## src/rtl/bus_arb_pkg.sv

```systemverilog
// Shared types and helpers for the bus arbiter family.
//   arb_state_t : arbiter FSM states
//   DATA_W_DEF  : default data word width
//   TIMEOUT_DEF : default per-state timeout in cycles
//   idx_w()     : width needed to index n items (never less than 1)
package bus_arb_pkg;

  typedef enum logic [1:0] {
    IDLE    = 2'd0,
    SEND    = 2'd1,
    RELEASE = 2'd2
  } arb_state_t;

  localparam int DATA_W_DEF  = 16;
  localparam int TIMEOUT_DEF = 255;

  function automatic int idx_w(input int n);
    return (n > 1) ? $clog2(n) : 1;
  endfunction

endpackage

```

## src/rtl/bus_arbiter_rr_rr_pick.sv

```systemverilog
// Combinational round-robin picker.
// Rotates the request vector so that index ptr sits at bit 0, picks the
// lowest set bit, then maps that offset back to an absolute index.
//   req    : request vector, one bit per requester
//   ptr    : highest-priority index for this pick
//   valid  : at least one request is present
//   winner : absolute index of the chosen requester (0 when !valid)
module rr_pick
  import bus_arb_pkg::*;
#(
  parameter  int N = 4,
  localparam int W = idx_w(N)
) (
  input  logic [N-1:0] req,
  input  logic [W-1:0] ptr,
  output logic         valid,
  output logic [W-1:0] winner
);

  logic [2*N-1:0] req_dbl;
  logic [N-1:0]   req_rot;
  logic [W-1:0]   offset;
  logic [W:0]     sum;

  // Doubling the vector makes the rotation a plain part-select.
  assign req_dbl = {req, req};
  assign req_rot = req_dbl[ptr +: N];

  // Scanning downward lets the lowest set offset win.
  always_comb begin
    offset = '0;
    for (int i = N - 1; i >= 0; i--) begin
      if (req_rot[i]) begin
        offset = W'(i);
      end
    end
  end

  assign sum    = {1'b0, ptr} + {1'b0, offset};
  assign winner = (sum >= (W+1)'(N)) ? W'(sum - (W+1)'(N)) : sum[W-1:0];
  assign valid  = |req;

endmodule

```

## src/rtl/bus_arbiter_rr.sv

```systemverilog
// Round-robin arbiter sharing one four-phase send/ack bus channel among
// N_REQ requesters, with a per-state timeout so a dead slave cannot lock
// out every requester.
//   clk         : system clock, rising edge
//   rst         : asynchronous, active-low reset
//   req_send    : per-requester request level
//   req_dado    : packed request data, requester i at [i*DATA_W +: DATA_W]
//   req_ack     : one-cycle completion pulse to the granted requester
//   bus_send    : registered request to the bus slave
//   bus_dado    : registered data to the bus slave
//   bus_ack     : four-phase acknowledge from the bus slave
//   grant_id    : index of the current or last grantee
//   busy        : high while in SEND or RELEASE
//   timeout_err : one-cycle pulse when a transaction is aborted
module bus_arbiter_rr
  import bus_arb_pkg::*;
#(
  parameter  int N_REQ   = 4,
  parameter  int DATA_W  = DATA_W_DEF,
  parameter  int TIMEOUT = TIMEOUT_DEF,
  localparam int IDX_W   = idx_w(N_REQ)
) (
  input  logic                    clk,
  input  logic                    rst,
  input  logic [N_REQ-1:0]        req_send,
  input  logic [N_REQ*DATA_W-1:0] req_dado,
  output logic [N_REQ-1:0]        req_ack,
  output logic                    bus_send,
  output logic [DATA_W-1:0]       bus_dado,
  input  logic                    bus_ack,
  output logic [IDX_W-1:0]        grant_id,
  output logic                    busy,
  output logic                    timeout_err
);

  localparam int CNT_W = idx_w(TIMEOUT);

  arb_state_t        state, state_nxt;
  logic [IDX_W-1:0]  ptr, ptr_nxt;
  logic [CNT_W-1:0]  tcnt, tcnt_nxt;
  logic [IDX_W-1:0]  grant_nxt;
  logic [DATA_W-1:0] dado_nxt;
  logic              send_nxt;
  logic [N_REQ-1:0]  ack_nxt;
  logic              terr_nxt;

  logic              pick_valid;
  logic [IDX_W-1:0]  pick_winner;
  logic              tmo;

  function automatic logic [IDX_W-1:0] next_idx(input logic [IDX_W-1:0] g);
    return (g == IDX_W'(N_REQ - 1)) ? '0 : g + 1'b1;
  endfunction

  rr_pick #(
    .N(N_REQ)
  ) u_pick (
    .req    (req_send),
    .ptr    (ptr),
    .valid  (pick_valid),
    .winner (pick_winner)
  );

  // tcnt counts cycles already spent in the current state, so the abort
  // fires on the TIMEOUT-th cycle without an acceptable bus_ack.
  assign tmo  = (tcnt == CNT_W'(TIMEOUT - 1));
  assign busy = (state == SEND) || (state == RELEASE);

  always_ff @(posedge clk or negedge rst) begin
    if (!rst) begin
      state       <= IDLE;
      ptr         <= '0;
      tcnt        <= '0;
      grant_id    <= '0;
      bus_dado    <= '0;
      bus_send    <= 1'b0;
      req_ack     <= '0;
      timeout_err <= 1'b0;
    end else begin
      state       <= state_nxt;
      ptr         <= ptr_nxt;
      tcnt        <= tcnt_nxt;
      grant_id    <= grant_nxt;
      bus_dado    <= dado_nxt;
      bus_send    <= send_nxt;
      req_ack     <= ack_nxt;
      timeout_err <= terr_nxt;
    end
  end

  always_comb begin
    state_nxt = state;
    case (state)
      IDLE:    if (pick_valid) state_nxt = SEND;
      SEND: begin
        if (bus_ack)  state_nxt = RELEASE;
        else if (tmo) state_nxt = IDLE;
      end
      RELEASE: begin
        if (!bus_ack) state_nxt = IDLE;
        else if (tmo) state_nxt = IDLE;
      end
      default: state_nxt = IDLE;
    endcase
  end

  // The pointer only moves when a transaction ends, so a requester that
  // loses keeps its place relative to the rotation.
  always_comb begin
    ptr_nxt   = ptr;
    tcnt_nxt  = tcnt;
    grant_nxt = grant_id;
    dado_nxt  = bus_dado;
    send_nxt  = bus_send;
    ack_nxt   = '0;
    terr_nxt  = 1'b0;
    case (state)
      IDLE: begin
        if (pick_valid) begin
          grant_nxt = pick_winner;
          dado_nxt  = req_dado[int'(pick_winner)*DATA_W +: DATA_W];
          send_nxt  = 1'b1;
          tcnt_nxt  = '0;
        end
      end
      SEND: begin
        if (bus_ack) begin
          send_nxt          = 1'b0;
          ack_nxt[grant_id] = 1'b1;
          tcnt_nxt          = '0;
        end else if (tmo) begin
          send_nxt = 1'b0;
          terr_nxt = 1'b1;
          ptr_nxt  = next_idx(grant_id);
          tcnt_nxt = '0;
        end else begin
          tcnt_nxt = tcnt + 1'b1;
        end
      end
      RELEASE: begin
        if (!bus_ack) begin
          ptr_nxt  = next_idx(grant_id);
          tcnt_nxt = '0;
        end else if (tmo) begin
          terr_nxt = 1'b1;
          ptr_nxt  = next_idx(grant_id);
          tcnt_nxt = '0;
        end else begin
          tcnt_nxt = tcnt + 1'b1;
        end
      end
      default: begin
        send_nxt = 1'b0;
      end
    endcase
  end

endmodule

```

## config.mk

```make
export PLATFORM = sky130hd
export DESIGN_NAME = bus_arbiter_rr
export DESIGN_NICKNAME = d
export VERILOG_FILES = /design/src/rtl/bus_arb_pkg.sv /design/src/rtl/bus_arbiter_rr_rr_pick.sv /design/src/rtl/bus_arbiter_rr.sv
export SDC_FILE = /design/constraint.sdc
export NUM_CORES = 1
export LEC_CHECK = 0
export ABC_AREA = 0
export BUFFER_PORTS_ARGS = -buffer_cell sky130_fd_sc_hd__buf_4
export CAP_MARGIN = 25
export CORE_AREA = 4 4 82 114
export CTS_CLUSTER_SIZE = 30
export DETAILED_ROUTE_END_ITERATION = 10
export DIE_AREA = 0 0 86 118
export PLACE_DENSITY = 0.57
export SYNTH_ARGS = -nofsm -noshare
export SYNTH_HDL_FRONTEND = slang
export SYNTH_SLANG_ARGS = --single-unit
```

## constraint.sdc

```tcl
create_clock -name clk -period 7.5 [get_ports clk]
set_clock_uncertainty 0.1 [all_clocks]
set_input_delay 2.25 -clock clk [delete_from_list [all_inputs] [get_ports clk]]
set_output_delay 2.25 -clock clk [all_outputs]
set_load 0.02 [all_outputs]
```

* Word-level counts from Yosys, hierarchy flattened
Cells that the tools add are included.
** Storage, ports and cells
- Logic and storage cells :: 67
- Input port bits :: 71
- Flip-flop bits (word level) :: 36
** Cells by class
- Equality and inequality tests :: 7
- Order comparisons :: 3
- Reduce and logical (&&, ||, !) cells :: 10
- Bitwise logic cells :: 1
- Add/sub/neg operators :: 4
- Multiplexer cells :: 32
- Shift-type cells :: 2
** Operators with widths (number)
- $shiftx 64x7->16 :: 1
- $mux 8 :: 4
- $mux 2 :: 13
- $pmux 8 s3 :: 1
- $add 8x1->8 const B :: 1
- $eq 8x8->1 const B :: 1
- $mux 4 :: 2
- $shiftx 8x3->4 :: 1
- $mux 1 :: 7
- $pmux 2 s3 :: 1
- $reduce_and 2->1 :: 3
- $eq 2x2->1 const B :: 2
- $ne 2x2->1 const B :: 2
- $pmux 2 s2 :: 1
- $reduce_or 4->1 :: 1
- $add 2x2->3 :: 1
- $ge 3x3->1 const B :: 1
- $lt 2x3->1 const B :: 1
- $ne 3x3->1 const B :: 1
- $pmux 1 s3 :: 1
- $reduce_and 3->1 :: 1
- $reduce_bool 3->1 :: 1
- $add 2x1->2 const B :: 1
- $demux 1 s2 :: 1
- 9 further kinds :: 9

* Longest topological paths before layout
- Word-level depth :: 9
- Gate-level depth with buffers :: 11
- Mapped depth without buffers :: 9

* Modules after synthesis
A second synthesis with hierarchy kept.
** Unflattened totals
- Cells, all modules :: 183
- Area total of the unflattened synthesis :: 2268.4 um^2
** By module, submodules not included
- bus_arbiter_rr :: cells each 156, area each 2089.5 um^2, times used 1
- rr_pick :: cells each 27, area each 178.9 um^2, times used 1

* Worst setup path after synthesis
OpenSTA, ideal clock, no wires.
- Path kind :: in2reg
- Start point :: input port req_send[2]
- End point :: register bus_dado[12]
- Data required time :: 7259 ps
- Arrival time :: 4173 ps
- Path slack :: 3085 ps
- Stages on the path :: 10
- Cells stage by stage :: buf_6 -> a221o_1 -> nand2_1 -> o221ai_1 -> ha_1 -> clkbuf_1 -> clkbuf_1 -> nor2b_1 -> a2111oi_0 -> o31ai_2
** Between the ends
- Longest elaborated chain between the ends :: 9
- Elaborated cells between the ends (all ways) :: 12
- Classes of those cells :: 2 x add/sub; 1 x order compare; 2 x shift; 5 x mux; 2 x reduce/logical
** RTL lines
- start, declared :: RTL line bus_arbiter_rr.sv:25 : input logic [N_REQ-1:0] req_send,
- $shiftx 8x3->4 (*) :: RTL line bus_arbiter_rr_rr_pick.sv:27 : assign req_rot = req_dbl[ptr +: N];
- $mux 2 (3 in a row) :: RTL line bus_arbiter_rr_rr_pick.sv:33 : if (req_rot[i]) begin
- $mux 2 (*) :: RTL line bus_arbiter_rr_rr_pick.sv:33
- $add 2x2->3 (*) :: RTL line bus_arbiter_rr_rr_pick.sv:39 : assign sum = {1'b0, ptr} + {1'b0, offset};
- $ge 3x3->1 or $sub 2x1->2 (tied branches) :: RTL line bus_arbiter_rr_rr_pick.sv:40 : assign winner = (sum >= (W+1)'(N)) ? W'(sum - (W+1)'(N)) : sum[W-1:0];
- $mux 2 (*) :: RTL line bus_arbiter_rr_rr_pick.sv:40
- via pick_winner[0] :: RTL line bus_arbiter_rr.sv:48 : logic [IDX_W-1:0] pick_winner;
- $shiftx 64x7->16 (*) :: RTL line bus_arbiter_rr.sv:121 : dado_nxt = req_dado[int'(pick_winner)*DATA_W +: DATA_W];
- end signal, assigned :: RTL line bus_arbiter_rr.sv:84 : bus_dado <= dado_nxt;
- end, declared :: RTL line bus_arbiter_rr.sv:29 : output logic [DATA_W-1:0] bus_dado,
The timed path passes the listed nets; every way through them passes the cells marked *.
A chain may end at the register's enable or synchronous reset.

* Final worst setup path
- Start point :: input port req_send[0]
- End point :: register bus_dado[9]
** Between the ends
- Longest elaborated chain between the ends :: 9
- Elaborated cells between the ends (all ways) :: 12
- Classes of those cells :: 2 x add/sub; 1 x order compare; 2 x shift; 5 x mux; 2 x reduce/logical
** RTL lines (RTL line)
- $shiftx 8x3->4 :: bus_arbiter_rr_rr_pick.sv:27
- $mux 2 (4 in a row) :: bus_arbiter_rr_rr_pick.sv:33
- $add 2x2->3 :: bus_arbiter_rr_rr_pick.sv:39
- $ge 3x3->1 or $sub 2x1->2 (tied branches) :: bus_arbiter_rr_rr_pick.sv:40
- $mux 2 :: bus_arbiter_rr_rr_pick.sv:40
- $shiftx 64x7->16 :: bus_arbiter_rr.sv:121
Parallel ways exist; a longest one is shown, timed or not.

==> reports/metrics.csv <==
metric,value,unit
status,"complete, no violations",
required time of the critical path,7590,ps
WL final,7070,µm
xor/xnor share of the synthesized area,0.0203,
final setup vio count,0,
Die H,118,µm
fin nets,436,
DRC,0,
setup TNS,0,ps
Core ar.,8250,µm²
Multi-input gate area,1550,µm²
Critical-path top delay cell,nor3_4,
register area share after synthesis,0.348,
post-synth cell types,50,
initial core utilization,0.314,
most frequent cells in the layout,"buf_4 (96), dfrtp_1 (36), nand2_1 (34), nor2b_1 (33), a221oi_1 (15)",
Syn Inst Count,268,
Power Dens Cells,434,nW/µm²
share of post-route cells with drive strength above 1,0.392,
CTS tree,done,
endpoint type of the worst setup path,register,
CTS Hold Bufs,0,
CTS Root Cell,clkbuf_16,
chip width,86,µm
Max-Cap Viols,0,
CTS Buffer Depth,2,
ant diodes,0,
routability cong.,0.754,
largest family of logic cells by synthesized area,compound AO/OA/AOI/OAI gates,
min-delay worst type,register to register,
Clock Latency Late Sink,280,ps
Filler cells,805,
I/O pin count,96,
# resized after CTS,0,
ys flop type,dfrtp_1,
CP max stage delay,730,ps
post-synthesis adder-cell area fraction,0.0532,
row cnt,39,
Overflow after GRT,0,
Layout area overhead,35.8,%
leak pwr,0.00157,µW
crit share post-route,0.588,
"delay-heaviest family, CP",compound AO/OA/AOI/OAI gates,
startpoint types,primary input,
max frequency,227,MHz
yosys warns,0,
final antenna-violating net count,0,
simple-gate area share of the yosys netlist,0.218,
"most common cell after layout, fill and taps aside",buf_4,
DR iter-0 viols,101,
Synth Cell Area,2590,µm²
slew margin rel.,0.391,
Post-synth EDFFs,0,
CP max FO,17,
min Tclk post-route,4410,ps
Max Transition Viols Final,0,
crit path cell chain,buf_4 > nor2_1 > a221o_1 > nand2_1 > o221ai_1 > ha_2 > xnor2_1 > nor3_4 > a2111oi_0 > o31ai_1,
Total GRT Usage,0.142,
WP buf/inv,1,
syn_area_per_cell,9.66,µm²
area share of the largest cell type after synthesis,0.348,
DP Worst Slack,2580,ps
vias per inst,5.08,
Avg WL per Cell,15.5,µm
Async SR Flop Fraction,1.00,
Reg area,901,µm²
vias in the first global route,2381,
multiplexer area fraction after synthesis,0.0188,
DR vias,2321,
critical path class,primary input to register,
detailed placement HPWL,5320,µm
Worst EP arrival,4500,ps
Hold Fails Final Rpt,0,
wire length of the first global-routing pass,11600,µm
largest net degree at the start of global routing,66,
Num CTS Buffers,5,
unrepaired setup endpoints after global routing,no,
Area contributors post-synth,"dfrtp_1 (35%), nor2b_1 (8.0%), ha_1 (5.3%)",
Synth Area in Compound Gates,0.289,
Post-CTS Setup Inserts,0,
Reg2Reg Setup Slack,4580,ps
clk slew on worst S/H paths,60,ps
CTS Sinks,36,
initial antenna violation count,0,
syn_nets,350,
# port buffers,95,
Worst Tran Pin Value,910,ps
First-pass DRT Iterations,4,
H-tree depth,2,
Synth Register Bits,36,
Final WS setup,3090,ps
largest vdd supply drop,0.000216,V
post-synth top area cell,dfrtp_1,
Die Area,10100,µm²
## cell families (layout without fill, tap and decap cells)
| logic type | Yosys count | count (layout) |
|---|---|---|
| adder cells (fa/ha/maj) | 11 | 11 |
| AND/OR/NAND/NOR | 105 | 105 |
| multiplexers | 4 | 4 |
| flip-flops | 36 | 36 |
| buffers and inverters | 27 | 114 |
| XOR/XNOR | 6 | 6 |
| AO/OA/AOI/OAI | 79 | 79 |
## metal layers
metal,GRT usage,part of all wire,wire [µm]
met1,0.152,0.37,2640
met2,0.260,0.54,3790
met3,0.0357,0.066,465
met4,0.0554,0.024,172
met5,0,0,0
## report_power, final
| part | internal [µW] | leakage (µW) | switching [µW] |
|---|---|---|---|
| Combinational | 411 | 0.00104 | 573 |
| Clock | 132 | 0.0000701 | 77.1 |
| Sequential | 269 | 0.000460 | 62.1 |
## sequential cells by signal, summed over array words and instances, names as in the netlist
| name | cells |
|---|---|
| bus_dado | 16 |
| bus_send | 1 |
| grant_id | 2 |
| ptr | 2 |
| req_ack | 4 |
| state | 2 |
| tcnt | 8 |
| timeout_err | 1 |
## cells in the mapped netlist (8+ instances only)
cell type and instances:
nand2_1 34, a221oi_1 15, dfrtp_1 36, inv_1 8
nor2_1 13, clkbuf_1 9, ha_1 11, nor2b_1 33
o31ai_2 10, o21ai_0 8, a2111oi_2 9
## final cells by class
cell class                      count  share of cell area
Clock buffer                        7              0.0406
Sequential cell                    36               0.256
Timing Repair Buffer               98               0.214
Multi-Input combinational cell    205               0.442
Clock inverter                      1             0.00214
Tap cell                          102              0.0363
Inverter                            8             0.00854
## path summary, 6_finish.rpt
kind | startpoint | end | cells after the start
max | req_send[0] | bus_dado[9] | 10
min reg2reg | bus_dado[6] | bus_dado[6] | 2
max in group asynchronous | rst | bus_send | 1
max reg2reg | ptr[0] | bus_dado[9] | 9
min | bus_dado[6] | bus_dado[6] | 2
min in group asynchronous | rst | bus_dado[8] | 1
## worst min-delay path, stage by stage (launching register included)
cell and delay [ps]:
dfrtp_1 340, nand2_1 50, o31ai_1 60
## stage by stage
step	util	hold WS [ps]	std cells	power, µW	area (µm²)
6_report	0.426	385	457	1520	3510
5_1_grt	0.426	426	457	1660	3510
4_1_cts	0.422	386	455	1530	3480
3_5_place_dp	0.404	373	447	1310	3330
3_3_place_gp	0.404	367	447	1290	3330
2_1_floorplan	-	397	268	1080	2590
Power figures use the tool's default switching activity.
